===== src/rtl/usr_write_arbiter_pkg.sv =====
// Shared types and constants for the user write arbiter.
// Imported by the arbiter top and its round-robin search.
package usr_write_arbiter_pkg;

  typedef enum logic [1:0] {
    IDLE,
    ISSUE,
    COOL
  } state_e;

  localparam int OWNER_ID_DEF = 2;

  localparam logic [7:0] DENY_CNT_MAX = 8'd255;

endpackage


===== src/rtl/usr_write_arbiter_rr_arbiter.sv =====
// Round-robin priority search: first set req bit at or after ptr,
// wrapping from the top index back to zero.
module rr_arbiter
  import usr_write_arbiter_pkg::*;
#(
  parameter int N  = 4,
  parameter int IW = 2
) (
  input  logic [N-1:0]  req_i,
  input  logic [IW-1:0] ptr_i,
  output logic [IW-1:0] gnt_o,
  output logic          any_o
);

  logic [IW-1:0] idx;

  always_comb begin
    gnt_o = '0;
    any_o = 1'b0;
    idx   = '0;
    for (int i = 0; i < N; i++) begin
      // IW-bit add wraps naturally since N == 2**IW
      idx = ptr_i + IW'(i);
      if (!any_o && req_i[idx]) begin
        gnt_o = idx;
        any_o = 1'b1;
      end
    end
  end

endmodule


===== src/rtl/usr_write_arbiter.sv =====
// Round-robin write-request stage feeding the user-locked register;
// grants to non-owner IDs are counted and flagged.
module usr_write_arbiter
  import usr_write_arbiter_pkg::*;
#(
  parameter int NUM_USERS = 4,
  parameter int ID_W      = 2,
  parameter int DATA_W    = 8,
  parameter int OWNER_ID  = OWNER_ID_DEF
) (
  input  logic                        clk,
  input  logic                        rst_n,
  input  logic [NUM_USERS-1:0]        req,
  input  logic [NUM_USERS*DATA_W-1:0] req_data,
  output logic [NUM_USERS-1:0]        ack,
  output logic [ID_W-1:0]             usr_id,
  output logic [DATA_W-1:0]           data_out,
  output logic                        wr_valid,
  output logic [7:0]                  deny_cnt,
  output logic                        viol,
  input  logic                        viol_clr
);

  state_e                state_q;
  logic [ID_W-1:0]       rr_ptr_q;
  logic [ID_W-1:0]       usr_id_q;
  logic [DATA_W-1:0]     data_q;
  logic                  wr_valid_q;
  logic [NUM_USERS-1:0]  ack_q;
  logic [7:0]            deny_q;
  logic                  viol_q;

  logic [ID_W-1:0]       gnt;
  logic                  any_req;
  logic                  non_owner;

  rr_arbiter #(
    .N  (NUM_USERS),
    .IW (ID_W)
  ) u_rr (
    .req_i (req),
    .ptr_i (rr_ptr_q),
    .gnt_o (gnt),
    .any_o (any_req)
  );

  assign non_owner = (gnt != ID_W'(OWNER_ID));

  always_ff @(posedge clk or negedge rst_n) begin
    if (!rst_n) begin
      state_q    <= IDLE;
      rr_ptr_q   <= '0;
      usr_id_q   <= '0;
      data_q     <= '0;
      wr_valid_q <= 1'b0;
      ack_q      <= '0;
      deny_q     <= '0;
      viol_q     <= 1'b0;
    end else begin
      // clear first so a same-edge non-owner grant overrides it
      if (viol_clr) viol_q <= 1'b0;
      unique case (state_q)
        IDLE: begin
          wr_valid_q <= 1'b0;
          ack_q      <= '0;
          if (any_req) begin
            state_q    <= ISSUE;
            usr_id_q   <= gnt;
            data_q     <= req_data[gnt*DATA_W +: DATA_W];
            wr_valid_q <= 1'b1;
            ack_q      <= NUM_USERS'(1) << gnt;
            if (non_owner) begin
              viol_q <= 1'b1;
              if (deny_q != DENY_CNT_MAX)
                deny_q <= deny_q + 8'd1;
            end
          end
        end
        ISSUE: begin
          state_q    <= COOL;
          wr_valid_q <= 1'b0;
          ack_q      <= '0;
          rr_ptr_q   <= usr_id_q + ID_W'(1);
        end
        COOL: begin
          state_q    <= IDLE;
          wr_valid_q <= 1'b0;
          ack_q      <= '0;
        end
        default: begin
          state_q    <= IDLE;
          wr_valid_q <= 1'b0;
          ack_q      <= '0;
        end
      endcase
    end
  end

  assign ack      = ack_q;
  assign usr_id   = usr_id_q;
  assign data_out = data_q;
  assign wr_valid = wr_valid_q;
  assign deny_cnt = deny_q;
  assign viol     = viol_q;

endmodule


===== config.mk =====
export PLATFORM = sky130hd
export DESIGN_NAME = usr_write_arbiter
export DESIGN_NICKNAME = d
export VERILOG_FILES = /design/src/rtl/usr_write_arbiter_pkg.sv /design/src/rtl/usr_write_arbiter_rr_arbiter.sv /design/src/rtl/usr_write_arbiter.sv
export SDC_FILE = /design/constraint.sdc
export NUM_CORES = 1
export LEC_CHECK = 0
export ABC_CLOCK_PERIOD_IN_PS = 2700
export BUFFER_PORTS_ARGS = -buffer_cell sky130_fd_sc_hd__buf_2
export CORE_ASPECT_RATIO = 0.7
export CORE_MARGIN = 4
export CORE_UTILIZATION = 47
export DETAILED_ROUTE_END_ITERATION = 12
export GPL_TIMING_DRIVEN = 0
export MAX_ROUTING_LAYER = met4
export PLACE_DENSITY = 0.85
export SYNTH_ARGS = -nofsm -noshare
export SYNTH_HDL_FRONTEND = slang
export SYNTH_SLANG_ARGS = --single-unit

===== constraint.sdc =====
create_clock -name clk -period 2.7 [get_ports clk]
set_clock_uncertainty 0.1 [all_clocks]
set_input_delay 0.135 -clock clk [delete_from_list [all_inputs] [get_ports clk]]
set_output_delay 0.135 -clock clk [all_outputs]
set_load 0.005 [all_outputs]

### After elaboration in Yosys (flattened, before gate mapping)

Index checks and enable logic that the tools add are counted.

| word-level totals | value |
|---|---|
| flip-flop bits (word level) | 28 |
| input bits | 39 |
| output and inout bits | 24 |

| cells by class | value |
|---|---|
| reduce and logical (&&, ||, !) cells | 9 |
| multiplexer cells | 26 |
| order comparisons | 4 |
| shift-type cells | 2 |
| eq/ne operators | 4 |
| add/subtract/negate cells | 5 |

Operator list:

| operator | count |
|---|---|
| $shiftx A32 B6 Y8 | 1 |
| $mux W1 | 14 |
| $lt A2 B3 Y1 const B | 4 |
| $mux W2 | 5 |
| $add A8 B1 Y8 const B | 1 |
| $bmux W1 S2 | 4 |
| $mux W4 | 2 |
| $ne A8 B8 Y1 const B | 1 |
| $add A2 B1 Y2 const B | 2 |
| $add A2 B2 Y2 const B | 2 |
| $ne A2 B2 Y1 const B | 2 |
| $pmux W2 S2 | 1 |
| $reduce_and A4 Y1 | 1 |
| $shl A1 B2 Y4 const A | 1 |
| $logic_and A1 B1 Y1 | 3 |
| $logic_not A1 Y1 | 3 |
| $eq A2 B1 Y1 const B | 1 |
| $logic_not A2 Y1 | 1 |
| $reduce_and A2 Y1 | 1 |

### Logic depth before layout (Yosys ltp)

Gate-level depths: netlist of the first run.

| depth | value |
|---|---|
| word-level depth | 16 |
| gate-level depth with buffers | 8 |

### Hierarchy

From an unflattened synthesis of the first run, not the netlist that was laid out.

| unflattened totals | value |
|---|---|
| cells, all modules | 132 |
| area total of the unflattened synthesis | 1398.8 µm² |

Modules (own cells, without submodules):

| module | times used | cells an instance | area an instance (µm²) |
|---|---|---|---|
| usr_write_arbiter | 1 | 117 | 1321.3 |
| rr_arbiter | 1 | 15 | 77.6 |

### Least setup slack after synthesis of the first run

OpenSTA, ideal clock, no wires.

| timing path | value |
|---|---|
| kind | register to register |
| start | reg rr_ptr_q[1] |
| end | reg data_q[1] (netlist: data_out[1]) |
| stages on the path, launching flop included | 7 |
| buffers on the path | 1 |
| data required time | 2474 ps |
| path slack | 736 ps |
| setup time | 126 ps |
| data arrival time | 1738 ps |
| cells stage by stage | dfrtp_1 -> buf_6 -> nor2b_2 -> a22o_4 -> nor2_8 -> mux2_2 -> a221o_1 |

| on the way | value |
|---|---|
| word-level cells in the longest chain between the ends | 13 |

RTL lines:

| element | line | RTL |
|---|---|---|
| start, declared | usr_write_arbiter.sv:25 | `logic [ID_W-1:0] rr_ptr_q;` |
| start signal, assigned | usr_write_arbiter.sv:83 | `rr_ptr_q <= usr_id_q + ID_W'(1);` |
| parallel branches: the longest is 13 deep, another holds $add A2 B1 Y2 | -- |  |
| end signal, assigned | usr_write_arbiter.sv:69 | `data_q <= req_data[gnt*DATA_W +: DATA_W];` |
| end, declared | usr_write_arbiter.sv:27 | `logic [DATA_W-1:0] data_q;` |

Several ways; the timed one is not identified. The select of a mux whose other input is x is not followed.
A chain may end at the register's enable or synchronous reset.

### Worst setup path in the final report of the first run

Ends and elaborated chain as after synthesis.

==> results of run 1 <==
==> per-layer routing <==
| metal | up-vias | track usage, % | share of wire [%] |
|---|---|---|---|
| li1 | 644 | - | - |
| met1 | 602 | 27.2 | 45 |
| met2 | 36 | 30.5 | 49 |
| met3 | 2 | 3.26 | 5.2 |
| met4 | 0 | 3.74 | 0.73 |
| met5 | - | - | 0 |
==> cell usage in the layout (no fill, tap or decap), drive strengths merged, types with 2 or more instances in the layout <==
master and instances:
nand3 8, and3 5, a21oi 9, mux2i 2
inv 4, nor3 2, nand4 2, xor2 2
o21ai 13, xnor2 6, clkbuf 4, mux2 8
a221o 7, nand2b 3, nand2 9, a21o 2
a211o 2, dfrtp 28, nor2b 2, nor2 7
dlygate4sd3 2, buf 65
==> through the flow <==
step / std cells / instance area [µm²] / hold WS, ps / power (µW)
finish: 241 / 1950 / 114 / 2030
global route: 241 / 1950 / 105 / 2190
floorplan: 137 / 1500 / -261 / 1380
CTS: 241 / 1950 / 109 / 2050
global placement: 235 / 1860 / 85.5 / 1680
detailed placement: 235 / 1860 / 85.9 / 1710
==> cell type report <==
cell class                 count  area [µm²]
buffer                         4        37.5
timing repair buffer          64         330
clock buffer                   3        41.3
fill                         232         975
sequential                    28         701
clock inverter                 1        30.0
tap                           36        45.0
multi-input combinational    100         739
inverter                       5        23.8
==> logic make-up (layout without fill, tap and decap cells) <==
group | Yosys count | after routing | synth area share [%]
simple gates | 41 | 41 | 15.9
compound gates | 40 | 40 | 19.3
flops | 28 | 28 | 46.7
mux | 10 | 10 | 8.58
buf+inv | 9 | 77 | 4.08
xor+xnor | 8 | 8 | 4.67
fa+ha+maj | 1 | 1 | 0.833
==> sequential cells by signal, summed over array words and instances, names as in the netlist <==
name	cells
wr_valid	1
ack	4
data_out	8
viol	1
state_q	2
deny_cnt	8
usr_id	2
rr_ptr_q	2
==> worst max-delay path, stage by stage, from the launching register on <==
cell,delay (ps)
dfrtp_1,380
buf_6,130
nor2b_2,170
a22o_4,310
nor2_8,200
mux2_2,360
a221o_1,310
==> power breakdown <==
group          total (µW)  switching (µW)  internal, µW
sequential            728             129           599
combinational         976             493           483
clock                 326             128           198
total                2030             750          1280
==> repair_timing <==
action / 4_1_cts / 5_1_grt
hold buffers: 2 / 0
gates resized for setup: 0 / 0
endpoints found under the hold margin: 29 / 0
setup endpoints to repair: 0 / 0
==> worst max path at each step <==
stage | start | endpoint | slack [ps] | cells after the start
2_1_floorplan | rr_ptr_q[1] | data_out[1] | 740 | 6
3_3_place_gp | rr_ptr_q[1] | data_out[1] | 650 | 6
3_5_place_dp | rr_ptr_q[1] | data_out[1] | 630 | 6
4_1_cts | rr_ptr_q[1] | data_out[1] | 610 | 6
5_1_grt | rr_ptr_q[0] | data_out[1] | 450 | 5
6_report | rr_ptr_q[1] | data_out[1] | 620 | 6
==> impl_metrics.py, run 1 <==
metrics = {
    "yosys": {
        "synth_area_leader_cell": "dfrtp_1",
        "syn_nets": 177,
        "ys_types": 40,
        "synth-seq-cells": 28,
        "avgSynthCellArea_um2": 11.0,
        "synthCells": 137,
        "synth.most_common_cell": "dfrtp_1",
        "synth-edff-count": 0,
        "ys_warn_count": 0,
        "ys_top_cells_by_area": "dfrtp_1 47%, mux2_4 5.0%, a221o_1 4.7%",
        "synth_top_cell_area_share_pct": 46.7,
        "yosysSeqAreaShare_pct": 46.7,
        "synth_common_cells": "28 x dfrtp_1, 12 x o21ai_0, 9 x nand2_1",
        "async_flop_share_pct": 100,
        "synth_ff_type": "dfrtp_1",
        "synth_area_um2": 1500,
    },
    "grt": {
        "antenna_found_initial": 0,
        "gr-total-overflow": 0,
        "grt_use_total_pct": 19.6,
        "grt_max_degree": 29,
        "grt_pass1_wl_um": 6180,
        "grt_pass1_vias": 1255,
    },
    "clocking": {
        "clock_sinks": 28,
        "clock_latency_ps": 270,
        "cts_buffers": 3,
        "cts_setup_buffers": 0,
        "cts_root_buf": "clkbuf_8",
        "clkTransAtPathRegs_ps": 90,
        "cts_tree": "done",
        "clock_path_buffers": 2,
        "cts_max_level": 1,
    },
    "drt": {
        "drtIter0Drc": 96,
        "wl_per_cell_um": 15.4,
        "wl_um": 3710,
        "vias": 1284,
        "first_pass_iters": 4,
        "vias_per_cell": 5.33,
        "drc": 0,
        "drtAntennaViolNets": 0,
    },
    "placed_design": {
        "port_buffers": 62,
        "dp_hpwl_um": 2860,
        "dp_slack_ps": 633,
        "gp_congestion": 0.798,
    },
    "worst_hold_path": {
        "hold_depth": 3,
        "hp-class": "in -> reg",
        "min_to": "data_out[4]",
        "min-delay-start": "req_data[20]",
    },
    "floorplanning": {
        "die_x_um": 75.6,
        "io_pins": 63,
        "die_y_um": 55.3,
        "start_util_pct": 51.4,
        "rows": 16,
        "dieArea_um2": 4180,
        "coreArea_um2": 2920,
    },
    "layout": {
        "syn_to_final_growth_pct": 29.8,
        "num_antenna_cells": 0,
        "layout-drive-gt1-share_pct": 42.0,
        "final_util_pct": 66.7,
        "fin_nets": 246,
    },
    "sta": {
        "rsz0062_at_grt": "false",
        "finalSetupTns_ps": 0,
        "finalHoldViolCount": 0,
        "fmax_mhz": 480,
        "period_minus_slack_ps": 2080,
        "fin_ws_ps": 617,
        "tightest_slew_ps": 654,
        "setup_violations": 0,
        "maxSlewViolCount": 0,
        "period_share_pct": 77.2,
        "relSlewSlack_pct": 56.4,
    },
    "worst_setup_path": {
        "critPathKind": "reg -> reg",
        "crit_path_start_kind": "flip-flop",
        "worstPathMaxFanout": 9,
        "cp.required_ps": 2760,
        "rrSetupSlack_ps": 620,
        "timing.rr.start": "rr_ptr_q[1]",
        "r2r_end": "data_out[1]",
        "r2r_cells": 6,
        "arrival_ps": 2150,
        "cp-end-kind": "flip-flop",
    },
    "power_and_ir_drop": {
        "p_leak_uw": 0.000996,
        "cellPowerDensity_nw_per_um2": 1040,
        "irDropWorstVdd_mv": 0.504,
    },
    "run": {
        "drv_cap": 0,
    },
    "status": {
        "status": "finished, final reports clean",
    },
}
(Power assumes the default switching activity.)
==> run 2: changes to the inputs <==
ABC_CLOCK_PERIOD_IN_PS = 2000   (was 2700)
clock period = 2 ns   (was 2.7 ns; I/O delays follow)
==> impl_metrics.py, run 2 (synthesized netlist as in run 1, its figures left out) <==
metrics = {
    "sta": {
        "finalHoldViolCount": 0,
        "setup_violations": 0,
        "relSlewSlack_pct": 59.3,
        "tightest_slew_ps": 610,
        "rsz0062_at_grt": "true",
        "period_share_pct": 99.1,
        "fmax_mhz": 505,
        "period_minus_slack_ps": 1980,
        "maxSlewViolCount": 0,
        "fin_ws_ps": 18.6,
    },
    "power_and_ir_drop": {
        "irDropWorstVdd_mv": 0.668,
        "pwr-share-clk_pct": 15.5,
        "intPower_uw": 1780,
        "combPwrFrac_pct": 49.5,
        "p_leak_uw": 0.00102,
        "cellPowerDensity_nw_per_um2": 1410,
        "p_seq_share_pct": 35.0,
        "power.switching_uw": 1050,
        "swShare_pct": 37.0,
    },
    "layout": {
        "syn_to_final_growth_pct": 33.3,
        "finalNonFillerCells": 243,
        "num-fill-cells": 226,
        "layout-drive-gt1-share_pct": 45.4,
        "num_antenna_cells": 0,
        "fin_nets": 248,
        "final_cell_mix": "62 x buf_2, 27 x dfrtp_1, 12 x o21ai_0, 9 x nand2_1",
        "mostFrequentLayoutCell": "buf_2",
    },
    "grt": {
        "grt_pass1_wl_um": 6200,
        "grt_max_degree": 29,
        "gr-max-usage-layer": "met2",
        "grt.met1_usage_pct": 27.5,
        "grt_use_met2_pct": 30.4,
        "gr-total-overflow": 0,
        "use_met3_pct": 3.26,
        "grt_pass1_vias": 1260,
        "grt_use_total_pct": 19.7,
        "antenna_found_initial": 0,
    },
    "clocking": {
        "clock_path_buffers": 2,
        "cts_buffers": 3,
        "cts_max_level": 1,
        "cts_tree": "done",
        "clock_sinks": 28,
        "cts_root_buf": "clkbuf_8",
        "clock_latency_ps": 270,
        "clkTransAtPathRegs_ps": 90,
    },
    "drt": {
        "wl_um": 3750,
        "drc": 0,
        "vias": 1320,
        "drtIter0Drc": 88,
        "drtAntennaViolNets": 0,
        "vias_per_cell": 5.43,
        "wl_per_cell_um": 15.4,
        "first_pass_iters": 4,
    },
    "run": {
        "drv_cap": 0,
    },
    "placed_design": {
        "dp_cells": 235,
        "gp_congestion": 0.798,
        "port_buffers": 62,
        "dp_hpwl_um": 2860,
        "dp_slack_ps": -66.7,
    },
    "floorplanning": {
        "start_util_pct": 51.4,
        "io_pins": 63,
        "dieArea_um2": 4180,
        "rows": 16,
        "die_y_um": 55.3,
        "coreArea_um2": 2920,
        "die_x_um": 75.6,
    },
    "status": {
        "status": "finished, final reports clean",
    },
    "worst_setup_path": {
        "worstPathMaxFanout": 8,
        "path_delay_family": "compound AO/OA/AOI/OAI gates",
        "cpMaxStageDelayCell": "dfrtp_1",
        "cp-end-kind": "flip-flop",
        "critPathKind": "reg -> reg",
        "cpPeakStageDelay_ps": 380,
        "arrival_ps": 2040,
        "path_cells": "buf_6, mux2i_2, a22o_4, nor2_8, mux2_4, a221o_1",
        "path_buf_inv": 1,
        "crit_path_start_kind": "flip-flop",
        "cp.required_ps": 2060,
    },
    "worst_hold_path": {
        "hp-class": "in -> reg",
    },
}
## run 2: per-stage QoR
stage               power, µW  hold slack [ps]  setup TNS [ps]  utilization [%]  area [µm²]
global placement         2270             50.5           -73.6             63.5        1860
global route             3050             70.2           -49.6             68.5        2000
detailed placement       2310             50.9            -305             63.5        1860
CTS                      2820             74.1               0             67.8        1980
floorplan                1860             -296               0                -        1500
finish                   2830             76.5               0             68.5        2000
## run 2: routing by layer
metal	wire length (µm)	part of all wire, %	up-vias
met3	254	6.8	2
met2	1830	49	47
met4	27	0.72	0
li1	-	-	648
met1	1640	44	623
met5	0	0	-
## run 2: final cells by class
class / count / area, µm² / share of cell area [%]
Clock buffer: 3 / 41.3 / 2.06
Multi-Input combinational cell: 100 / 776 / 38.8
Inverter: 5 / 23.8 / 1.19
Clock inverter: 1 / 30.0 / 1.50
Tap cell: 36 / 45.0 / 2.25
Buffer: 4 / 37.5 / 1.88
Sequential cell: 28 / 702 / 35.1
Timing Repair Buffer: 66 / 345 / 17.3
## run 2: final timing paths
kind	startpoint	to	slack [ps]	depth (start not counted)
min in group asynchronous	rst_n	deny_cnt[5]	280	2
hold reg to reg	data_out[7]	data_out[7]	420	1
setup reg to reg	rr_ptr_q[1]	data_out[1]	20	6
max in group asynchronous	rst_n	rr_ptr_q[0]	1090	2
setup / recovery	rr_ptr_q[1]	data_out[1]	20	6
hold / removal	req_data[22]	data_out[6]	80	3
## run 2: worst reg2reg max path, delay by kind of cell, from the launching register on
kind                   cells  cell delay [ps]
multiplexers               2              490
flip-flops                 1              380
AND/OR/NAND/NOR            1              200
buffers and inverters      1              140
AO/OA/AOI/OAI              2              570
## run 2: power groups by stage
stage	Combinational (µW)	Clock (µW)	Sequential, µW
after global routing	1550	475	1030
after CTS	1380	451	987
after global placement	1290	0	981
final	1400	438	991
after floorplan	874	0	990
after detailed placement	1320	0	992
## run 2: repair_timing
item | CTS | global route
endpoints found under the setup margin | 9 | 11
buffers inserted | 2 | 0
hold buffers | 2 | 0
pin swaps | 3 | 3
gates cloned | 0 | 0
endpoints found under the hold margin | 29 | 0
gates resized for setup | 5 | 4
